[config.mk]
export PLATFORM = sky130hd
export DESIGN_NAME = mult_share_scheduler
export DESIGN_NICKNAME = d
export VERILOG_FILES = /design/src/rtl/mult_sched_pkg.sv /design/src/rtl/mult_share_scheduler_mult.sv /design/src/rtl/mult_share_scheduler.sv
export SDC_FILE = /design/constraint.sdc
export NUM_CORES = 1
export LEC_CHECK = 0
export CAP_MARGIN = 25
export CORE_ASPECT_RATIO = 0.75
export CORE_MARGIN = 8
export CORE_UTILIZATION = 55
export DETAILED_ROUTE_END_ITERATION = 6
export PLACE_DENSITY = 0.91
export SYNTH_ARGS = -nofsm -noshare
export SYNTH_HDL_FRONTEND = slang
export SYNTH_SLANG_ARGS = --single-unit
[constraint.sdc]
create_clock -name clk -period 17.2 [get_ports clk]
set_input_delay 3.44 -clock clk [delete_from_list [all_inputs] [get_ports clk]]
set_output_delay 3.44 -clock clk [all_outputs]
set_load 0.03 [all_outputs]
[src/rtl/mult_sched_pkg.sv]
`default_nettype none
// +--------------------------------------------------------------------+
// | mult_sched_pkg : shared sizes and S1 operand record                 |
// | rev 1.0                                                             |
// +--------------------------------------------------------------------+
package mult_sched_pkg;

  localparam int NUM_REQ = 4;
  localparam int OP_W    = 8;
  localparam int ID_W    = 2;

  typedef struct packed {
    logic [OP_W-1:0] a;
    logic [OP_W-1:0] b;
    logic [ID_W-1:0] id;
  } s1_rec_t;

endpackage
`default_nettype wire

[src/rtl/mult_share_scheduler_mult.sv]
`default_nettype none
// +--------------------------------------------------------------------+
// | wallace_unsigned_multiplier_CLA_Reduced_8 : 8x8 unsigned multiplier |
// | Wallace carry-save reduction, carry-lookahead final add. rev 1.0    |
// +--------------------------------------------------------------------+
module wallace_unsigned_multiplier_CLA_Reduced_8 (
  input  logic [7:0]  a_i,
  input  logic [7:0]  b_i,
  output logic [15:0] product_o
);

  logic [15:0] pp [8];
  logic [15:0] s0, c0, s1, c1, s2, c2, s3, c3, s4, c4, s5, c5;

  // Reduction is done modulo 2^16; the true product always fits, so no bits are lost.
  function automatic logic [15:0] csa_s(input logic [15:0] x, input logic [15:0] y,
                                        input logic [15:0] z);
    return x ^ y ^ z;
  endfunction

  function automatic logic [15:0] csa_c(input logic [15:0] x, input logic [15:0] y,
                                        input logic [15:0] z);
    return ((x & y) | (x & z) | (y & z)) << 1;
  endfunction

  function automatic logic [15:0] cla16(input logic [15:0] x, input logic [15:0] y);
    logic [15:0] g;
    logic [15:0] p;
    logic [15:0] c;
    logic [3:0]  gc;
    logic        gg;
    logic        gp;
    g  = x & y;
    p  = x ^ y;
    c  = '0;
    gc = '0;
    for (int k = 0; k < 4; k++) begin
      gg = 1'b0;
      gp = 1'b1;
      for (int j = 0; j < 4; j++) begin
        gg = g[4*k+j] | (p[4*k+j] & gg);
        gp = gp & p[4*k+j];
      end
      c[4*k] = gc[k];
      for (int j = 1; j < 4; j++) begin
        c[4*k+j] = g[4*k+j-1] | (p[4*k+j-1] & c[4*k+j-1]);
      end
      if (k < 3) gc[k+1] = gg | (gp & gc[k]);
    end
    return p ^ c;
  endfunction

  generate
    for (genvar i = 0; i < 8; i++) begin : g_pp
      assign pp[i] = b_i[i] ? (16'(a_i) << i) : 16'd0;
    end
  endgenerate

  // 8 -> 6 -> 4 -> 3 -> 2 rows
  assign s0 = csa_s(pp[0], pp[1], pp[2]);
  assign c0 = csa_c(pp[0], pp[1], pp[2]);
  assign s1 = csa_s(pp[3], pp[4], pp[5]);
  assign c1 = csa_c(pp[3], pp[4], pp[5]);
  assign s2 = csa_s(s0, c0, s1);
  assign c2 = csa_c(s0, c0, s1);
  assign s3 = csa_s(c1, pp[6], pp[7]);
  assign c3 = csa_c(c1, pp[6], pp[7]);
  assign s4 = csa_s(s2, c2, s3);
  assign c4 = csa_c(s2, c2, s3);
  assign s5 = csa_s(s4, c4, c3);
  assign c5 = csa_c(s4, c4, c3);

  assign product_o = cla16(s5, c5);

endmodule
`default_nettype wire

[src/rtl/mult_share_scheduler.sv]
`default_nettype none
// +--------------------------------------------------------------------+
// | mult_share_scheduler : round-robin sharing of one multiplier        |
// | between four requesters, 2-stage pipeline. rev 1.0                  |
// +--------------------------------------------------------------------+
module mult_share_scheduler #(
  parameter int NUM_REQ = mult_sched_pkg::NUM_REQ,
  parameter int OP_W    = mult_sched_pkg::OP_W
) (
  input  logic                           clk,
  input  logic                           rst,
  input  logic [NUM_REQ-1:0]             req_valid_i,
  input  logic [NUM_REQ*OP_W-1:0]        req_a_i,
  input  logic [NUM_REQ*OP_W-1:0]        req_b_i,
  output logic [NUM_REQ-1:0]             req_ready_o,
  output logic                           rsp_valid_o,
  input  logic                           rsp_ready_i,
  output logic [2*OP_W-1:0]              rsp_product_o,
  output logic [mult_sched_pkg::ID_W-1:0] rsp_id_o,
  output logic                           busy_o
);

  import mult_sched_pkg::*;

  logic [ID_W-1:0]   ptr_q, ptr_d;
  logic              s1_valid_q, s1_valid_d;
  s1_rec_t           s1_q, s1_d;
  logic              rsp_valid_q, rsp_valid_d;
  logic [2*OP_W-1:0] rsp_product_q, rsp_product_d;
  logic [ID_W-1:0]   rsp_id_q, rsp_id_d;

  logic [2*OP_W-1:0] mult_product;
  logic              grant_any;
  logic [ID_W-1:0]   grant_idx;
  logic [ID_W-1:0]   scan_idx;
  logic              s2_load;
  logic              s1_accept;
  logic              xfer;

  assign s2_load   = !rsp_valid_q || rsp_ready_i;
  assign s1_accept = !s1_valid_q || s2_load;

  // Scan from the far end so the requester closest to ptr wins last.
  always_comb begin
    grant_any = 1'b0;
    grant_idx = ptr_q;
    scan_idx  = ptr_q;
    for (int k = NUM_REQ - 1; k >= 0; k--) begin
      scan_idx = ptr_q + ID_W'(k);
      if (req_valid_i[scan_idx]) begin
        grant_any = 1'b1;
        grant_idx = scan_idx;
      end
    end
  end

  assign xfer = grant_any && s1_accept && !rst;

  always_comb begin
    req_ready_o = '0;
    if (xfer) req_ready_o[grant_idx] = 1'b1;
  end

  always_comb begin
    ptr_d         = ptr_q;
    s1_valid_d    = s1_valid_q;
    s1_d          = s1_q;
    rsp_valid_d   = rsp_valid_q;
    rsp_product_d = rsp_product_q;
    rsp_id_d      = rsp_id_q;

    if (xfer) ptr_d = grant_idx + ID_W'(1);

    if (s1_accept) begin
      s1_valid_d = xfer;
      if (xfer) begin
        s1_d.a  = req_a_i[int'(grant_idx)*OP_W +: OP_W];
        s1_d.b  = req_b_i[int'(grant_idx)*OP_W +: OP_W];
        s1_d.id = grant_idx;
      end
    end

    // S2 data is only refreshed by a real operand; an empty S1 just drops valid.
    if (s2_load) begin
      rsp_valid_d = s1_valid_q;
      if (s1_valid_q) begin
        rsp_product_d = mult_product;
        rsp_id_d      = s1_q.id;
      end
    end
  end

  always_ff @(posedge clk) begin
    if (rst) begin
      ptr_q         <= '0;
      s1_valid_q    <= 1'b0;
      s1_q          <= '0;
      rsp_valid_q   <= 1'b0;
      rsp_product_q <= '0;
      rsp_id_q      <= '0;
    end else begin
      ptr_q         <= ptr_d;
      s1_valid_q    <= s1_valid_d;
      s1_q          <= s1_d;
      rsp_valid_q   <= rsp_valid_d;
      rsp_product_q <= rsp_product_d;
      rsp_id_q      <= rsp_id_d;
    end
  end

  wallace_unsigned_multiplier_CLA_Reduced_8 u_mult (
    .a_i       (s1_q.a),
    .b_i       (s1_q.b),
    .product_o (mult_product)
  );

  assign rsp_valid_o   = rsp_valid_q;
  assign rsp_product_o = rsp_product_q;
  assign rsp_id_o      = rsp_id_q;
  assign busy_o        = !rst && (s1_valid_q || rsp_valid_q);

endmodule
`default_nettype wire
; ---- Yosys cells after proc, flatten, opt, wreduce, memory -nomap -nowiden
; Index checks and enable logic that the tools add are counted.
[word_totals]
out_inout_bits = 24
reg_bits = 40
in_bits = 71
[classes]
n_addsub = 4
n_shift = 2
n_reduce_logical = 12
n_lt_le_gt_ge = 6
bitwise = 91
n_mux = 27
[ops]
columns = cell, n
row1 = 15-bit bitwise AND, 19
row2 = 15-bit bitwise OR, 12
row3 = 16-bit XOR, 10
row4 = 32-bit by 6-bit variable part select with 8-bit output, 2
row5 = 1-bit bitwise AND, 26
row6 = 1-bit bitwise OR, 20
row7 = 16-bit by 10-bit XOR with 16-bit output, 1
row8 = 16-bit by 13-bit XOR with 16-bit output, 1
row9 = 16-bit by 14-bit XOR with 16-bit output, 1
row10 = 16-bit by 15-bit XOR with 16-bit output, 1
row11 = "2-bit by 3-bit < comparator with 1-bit output, second input constant", 5
row12 = 15-bit two-way mux, 1
row13 = 14-bit two-way mux, 1
row14 = 13-bit two-way mux, 1
row15 = 12-bit two-way mux, 1
row16 = 11-bit two-way mux, 1
row17 = 10-bit two-way mux, 1
row18 = 1-bit two-way mux, 9
row19 = 9-bit two-way mux, 1
row20 = 1-bit binary-select mux with 2-bit select, 4
row21 = 2-bit two-way mux, 4
row22 = 8-bit two-way mux, 1
row23 = "2-bit by 1-bit adder with 2-bit output, second input constant", 2
row24 = "2-bit adder, second input constant", 2
row25 = other kinds (7), 15

; ---- Logic depth before layout (Yosys ltp)
[depth]
depth_word = 31
ltp_mapped = 22

; ---- Cells and area by module
; A second synthesis with hierarchy kept.
[unflattened]
hier_cells = 414
area_unflattened_um2 = 3811.2
[modules_own_cells]
columns = mod, seq_area_each_um2, area_per_inst_um2, instances, cells_each
row1 = mult_share_scheduler, 800.8, 2074.5, 1, 236
row2 = wallace_unsigned_multiplier_CLA_Reduced_8, 0.0, 1736.7, 1, 178

; ---- Least setup slack after synthesis
; OpenSTA, ideal clock, no wires.
[synth_timing]
path_type = in2out
start = input port req_valid_i[2]
end = output port req_ready_o[0]
path_slack_ns = 9.185
arrival_ns = 4.575
cell_stages = 8
n_path_buf = 2
required_ns = 13.760
cell_sequence = nor2b_1 o21ai_0 o21ai_1 buf_6 buf_8 inv_1 ha_1 and2_1
[synth_via]
elab_chain_len = 11
elab_cells_between_ends = 24
cone_classes = order compare (2) / mux (19) / reduce/logical (3)
[synth_lines]
columns = element, line
row1 = "start, declared", mult_share_scheduler.sv:12  ; input logic [NUM_REQ-1:0] req_valid_i,
row2 = 1-bit binary-select mux with 2-bit select, mult_share_scheduler.sv:50  ; if (req_valid_i[scan_idx]) begin
row3 = 1-bit two-way mux (implied by the code), mult_share_scheduler.sv:50
row4 = 2-bit two-way mux (3 in a row), mult_share_scheduler.sv:50
row5 = 2-bit two-way mux (*), mult_share_scheduler.sv:50
row6 = net grant_idx[1], mult_share_scheduler.sv:34  ; logic [ID_W-1:0] grant_idx;
row7 = 2-bit by 3-bit < comparator with 1-bit output (implied by the code) or 2-bit by 1-bit greater-or-equal comparator with 1-bit output (tied branches), mult_share_scheduler.sv:61  ; if (xfer) req_ready_o[grant_idx] = 1'b1;
row8 = 1-bit logical AND (implied by the code), mult_share_scheduler.sv:61
row9 = 1-bit two-way mux (implied by the code), mult_share_scheduler.sv:61
row10 = 1-bit demux with 2-bit select (*), mult_share_scheduler.sv:61
row11 = 4-bit two-way mux (*), mult_share_scheduler.sv:61
row12 = "end, declared", mult_share_scheduler.sv:15  ; output logic [NUM_REQ-1:0] req_ready_o,
; Mark *: on every way through the listed nets, which the timed path passes. The rest lies on a longest branch. The select of a mux whose other input is x is not followed.

; ---- Final worst setup path
[layout_timing]
start = input port req_valid_i[2]
end = output port req_ready_o[0]
[layout_via]
elab_chain_len = 11
elab_cells_between_ends = 24
cone_classes = order compare (2) / mux (19) / reduce/logical (3)
[layout_lines]
columns = element, line
row1 = 1-bit binary-select mux with 2-bit select, mult_share_scheduler.sv:50
row2 = 1-bit two-way mux (implied by the code), mult_share_scheduler.sv:50
row3 = 2-bit two-way mux (4 in a row), mult_share_scheduler.sv:50
row4 = 2-bit by 3-bit < comparator with 1-bit output (implied by the code) or 2-bit by 1-bit greater-or-equal comparator with 1-bit output (tied branches), mult_share_scheduler.sv:61
row5 = 1-bit logical AND (implied by the code), mult_share_scheduler.sv:61
row6 = 1-bit two-way mux (implied by the code), mult_share_scheduler.sv:61
row7 = 1-bit demux with 2-bit select, mult_share_scheduler.sv:61
row8 = 4-bit two-way mux (*), mult_share_scheduler.sv:61
; Mark *: on every way between the ends. The rest lies on a longest branch, timed or not. The select of a mux whose other input is x is not followed.

==> metrics.md <==
| Metric | Value |
|---|---|
| Wire per inst | `17.2 um` |
| Most common cell in the synthesized netlist | `nand2_1` |
| Area delta synth->final | `25.6%` |
| Crit Path Category | `input pin to output port` |
| FP Rows | `26` |
| Tot Pwr | `585 uW` |
| Clock buffer depth | `2` |
| First-pass GRT wire length | `16,500 um` |
| Post-synth EDFFs | `0` |
| TritonCTS Buffers | `5` |
| Ant. Diodes | `0` |
| DR pass1 iterations | `4` |
| Worst VDD drop | `59.9 uV` |
| Root buffer cell | `clkbuf_8` |
| Crit share post-route | `55.4%` |
| Initial Utilization | `57.2%` |
| Vias | `3,089` |
| Synth Area per Inst | `9.79 um2` |
| Leak pwr | `2.13 nW` |
| Synthesized Nets | `540` |
| Fill cells | `504` |
| Setup-failing EPs final | `0` |
| CTS tree | `built` |
| Antenna violations before repair | `0` |
| RD Place Congestion | `0.869` |
| Worst slew pin tran | `0.877 ns` |
| Worst EP arrival | `6.09 ns` |
| Power Density | `119 nW/um2` |
| Worst-path clk slew | `0.08 ns` |
| Layout cells sized above 1 | `8.30%` |
| Synth async-reset ratio | `0%` |
| CP startpoint kind | `input pin` |
| Seq/Total Area, Yosys | `20.5%` |
| Worst EP required | `13.76 ns` |
| Syn. warnings | `0` |
| Initial DRC count | `155` |
| Synth Cell Area | `3910 um2` |
| Resize count post-CTS | `0` |
| Largest net degree at the start of global routing | `44` |
| Die Area | `10,100 um2` |
| Total gr overflow | `0` |
| Ports | `95` |
| Synth top cells by count | `54 x nand2_1, 48 x and2_1, 46 x fa_1` |
| Clk_skew | `0.00314 ns` |
| GRT Util Overall | `20.5%` |
| CP Capture Type | `output port` |
| Port Buffers | `94` |
| Drt via density | `5.46` |
| Max_cap viols | `0` |
| #FFs+latches synth | `40` |
| Synth cell types | `36` |
| Max H-tree Level | `2` |
| Number of global-route vias before repair | `3,386` |
| Clock latency on the worst-skew pair | `0.30 ns` |
| Die Span Y | `89.0 um` |
| Cell accounting for the most synthesized area | `fa_1` |
| R2R Setup Slk | `11.19 ns` |
| Die X | `113 um` |
| Worst-path fanout max | `35` |
| Clock sinks | `40` |
| Share of the synthesized area in the top cell type | `23.6%` |
| Hold Violations, Final | `0` |
| Post-CTS Setup Repair Bufs | `0` |
| Synth area leaders | `fa_1 24%, dfxtp_1 20%, mux2i_1 8.2%, and2_1 7.7%, ha_1 7.7%` |
| Fin Setup TNS | `0 ns` |
| Status | `finished clean` |
| Antenna Nets Post-Route | `0` |
| Fin crit period | `9.53 ns` |
| RSZ-0062 raised after global routing | `false` |
| Min-Delay Path Class | `flop to flop` |
| Post-Syn Instances | `399` |
| Final #Nets | `622` |
| Max Clock Freq | `105 MHz` |
| Final WL | `9730 um` |
| DPL Wire Length | `7830 um` |
| Worst slew margin | `41.6%` |
| Placeable Area | `6830 um2` |
| DRC violations left | `0` |
| Synth Flop Type | `dfxtp_1` |
| CTS Hold Bufs | `0` |
| Slew Limit Fails | `0` |
## stage by stage
stage / utilization, % / instances / hold WS (ns) / cell area, um2 / setup WS (ns)
3_3_place_gp: 70.4 / 558 / 0.444 / 4810 / 7.81
6_report: 71.8 / 566 / 0.453 / 4900 / 7.67
4_1_cts: 71.8 / 566 / 0.454 / 4900 / 7.68
5_1_grt: 71.8 / 566 / 0.484 / 4900 / 7.52
3_5_place_dp: 70.4 / 558 / 0.444 / 4810 / 7.69
2_1_floorplan: - / 399 / 0.432 / 3910 / 9.19
## worst max-delay path, cell delays in order
cell,delay [ns]
clkdlybuf4s50_1,0.57
nor2b_1,0.21
o21ai_0,0.15
o21ai_4,0.09
buf_4,0.48
inv_1,0.18
ha_1,0.22
and2_1,0.15
clkdlybuf4s50_1,0.59
## kinds of logic after synthesis
family / Yosys count / synth area share [%]
simple gates: 141 / 20.6
fa+ha+maj: 70 / 31.3
buf+inv: 64 / 8.49
compound gates: 50 / 10.5
flops: 40 / 20.5
mux: 32 / 8.20
xor+xnor: 2 / 0.449
## cell type report
cell class / count / area, um2 / area share, %
flip-flops and latches: 40 / 801 / 16.3
multi-input cells: 295 / 2790 / 56.8
inverters: 42 / 158 / 3.21
clock buffers: 6 / 82.6 / 1.68
well taps: 84 / 105 / 2.14
clock inverters: 2 / 10.0 / 0.204
repair buffers: 97 / 963 / 19.6
## state kept, by name (all words and copies together) (netlist names)
signal / count
ptr_q: 2
rsp_id_o: 2
rsp_product_o: 16
rsp_valid_o: 1
s1_q: 18
s1_valid_q: 1
## power breakdown
part / internal (mW) / total, mW / switching, mW
Combinational: 0.163 / 0.355 / 0.192
Sequential: 0.119 / 0.163 / 0.0434
Clock: 0.0321 / 0.0670 / 0.0350
## metal layers
| layer | global-route usage (%) | vias up | share of wire, % |
|---|---|---|---|
| met2 | 37.8 | 92 | 52 |
| met3 | 4.12 | 14 | 6.5 |
| met4 | 6.02 | 0 | 1.3 |
| li1 | - | 1469 | - |
| met1 | 23.7 | 1514 | 40 |
| met5 | 0 | - | 0 |
## final timing paths
path | end | startpoint | depth (start not counted)
worst max-delay path | req_ready_o[0] | req_valid_i[2] | 9
worst min-delay path | rsp_product_o[11] | rsp_product_o[11] | 2
worst max register to register | rsp_product_o[15] | s1_q[7] | 19
worst min register to register | rsp_product_o[11] | rsp_product_o[11] | 2
## cell usage in the layout (no fill, tap or decap), types with 11 or more instances in the layout
cell type,n
a21oi_1,20
and2_1,48
clkdlybuf4s50_1,94
dfxtp_1,40
fa_1,46
ha_1,24
inv_1,41
mux2i_1,32
nand2_1,54
o221ai_2,11
No activity file was read; power rests on OpenSTA's default activity.
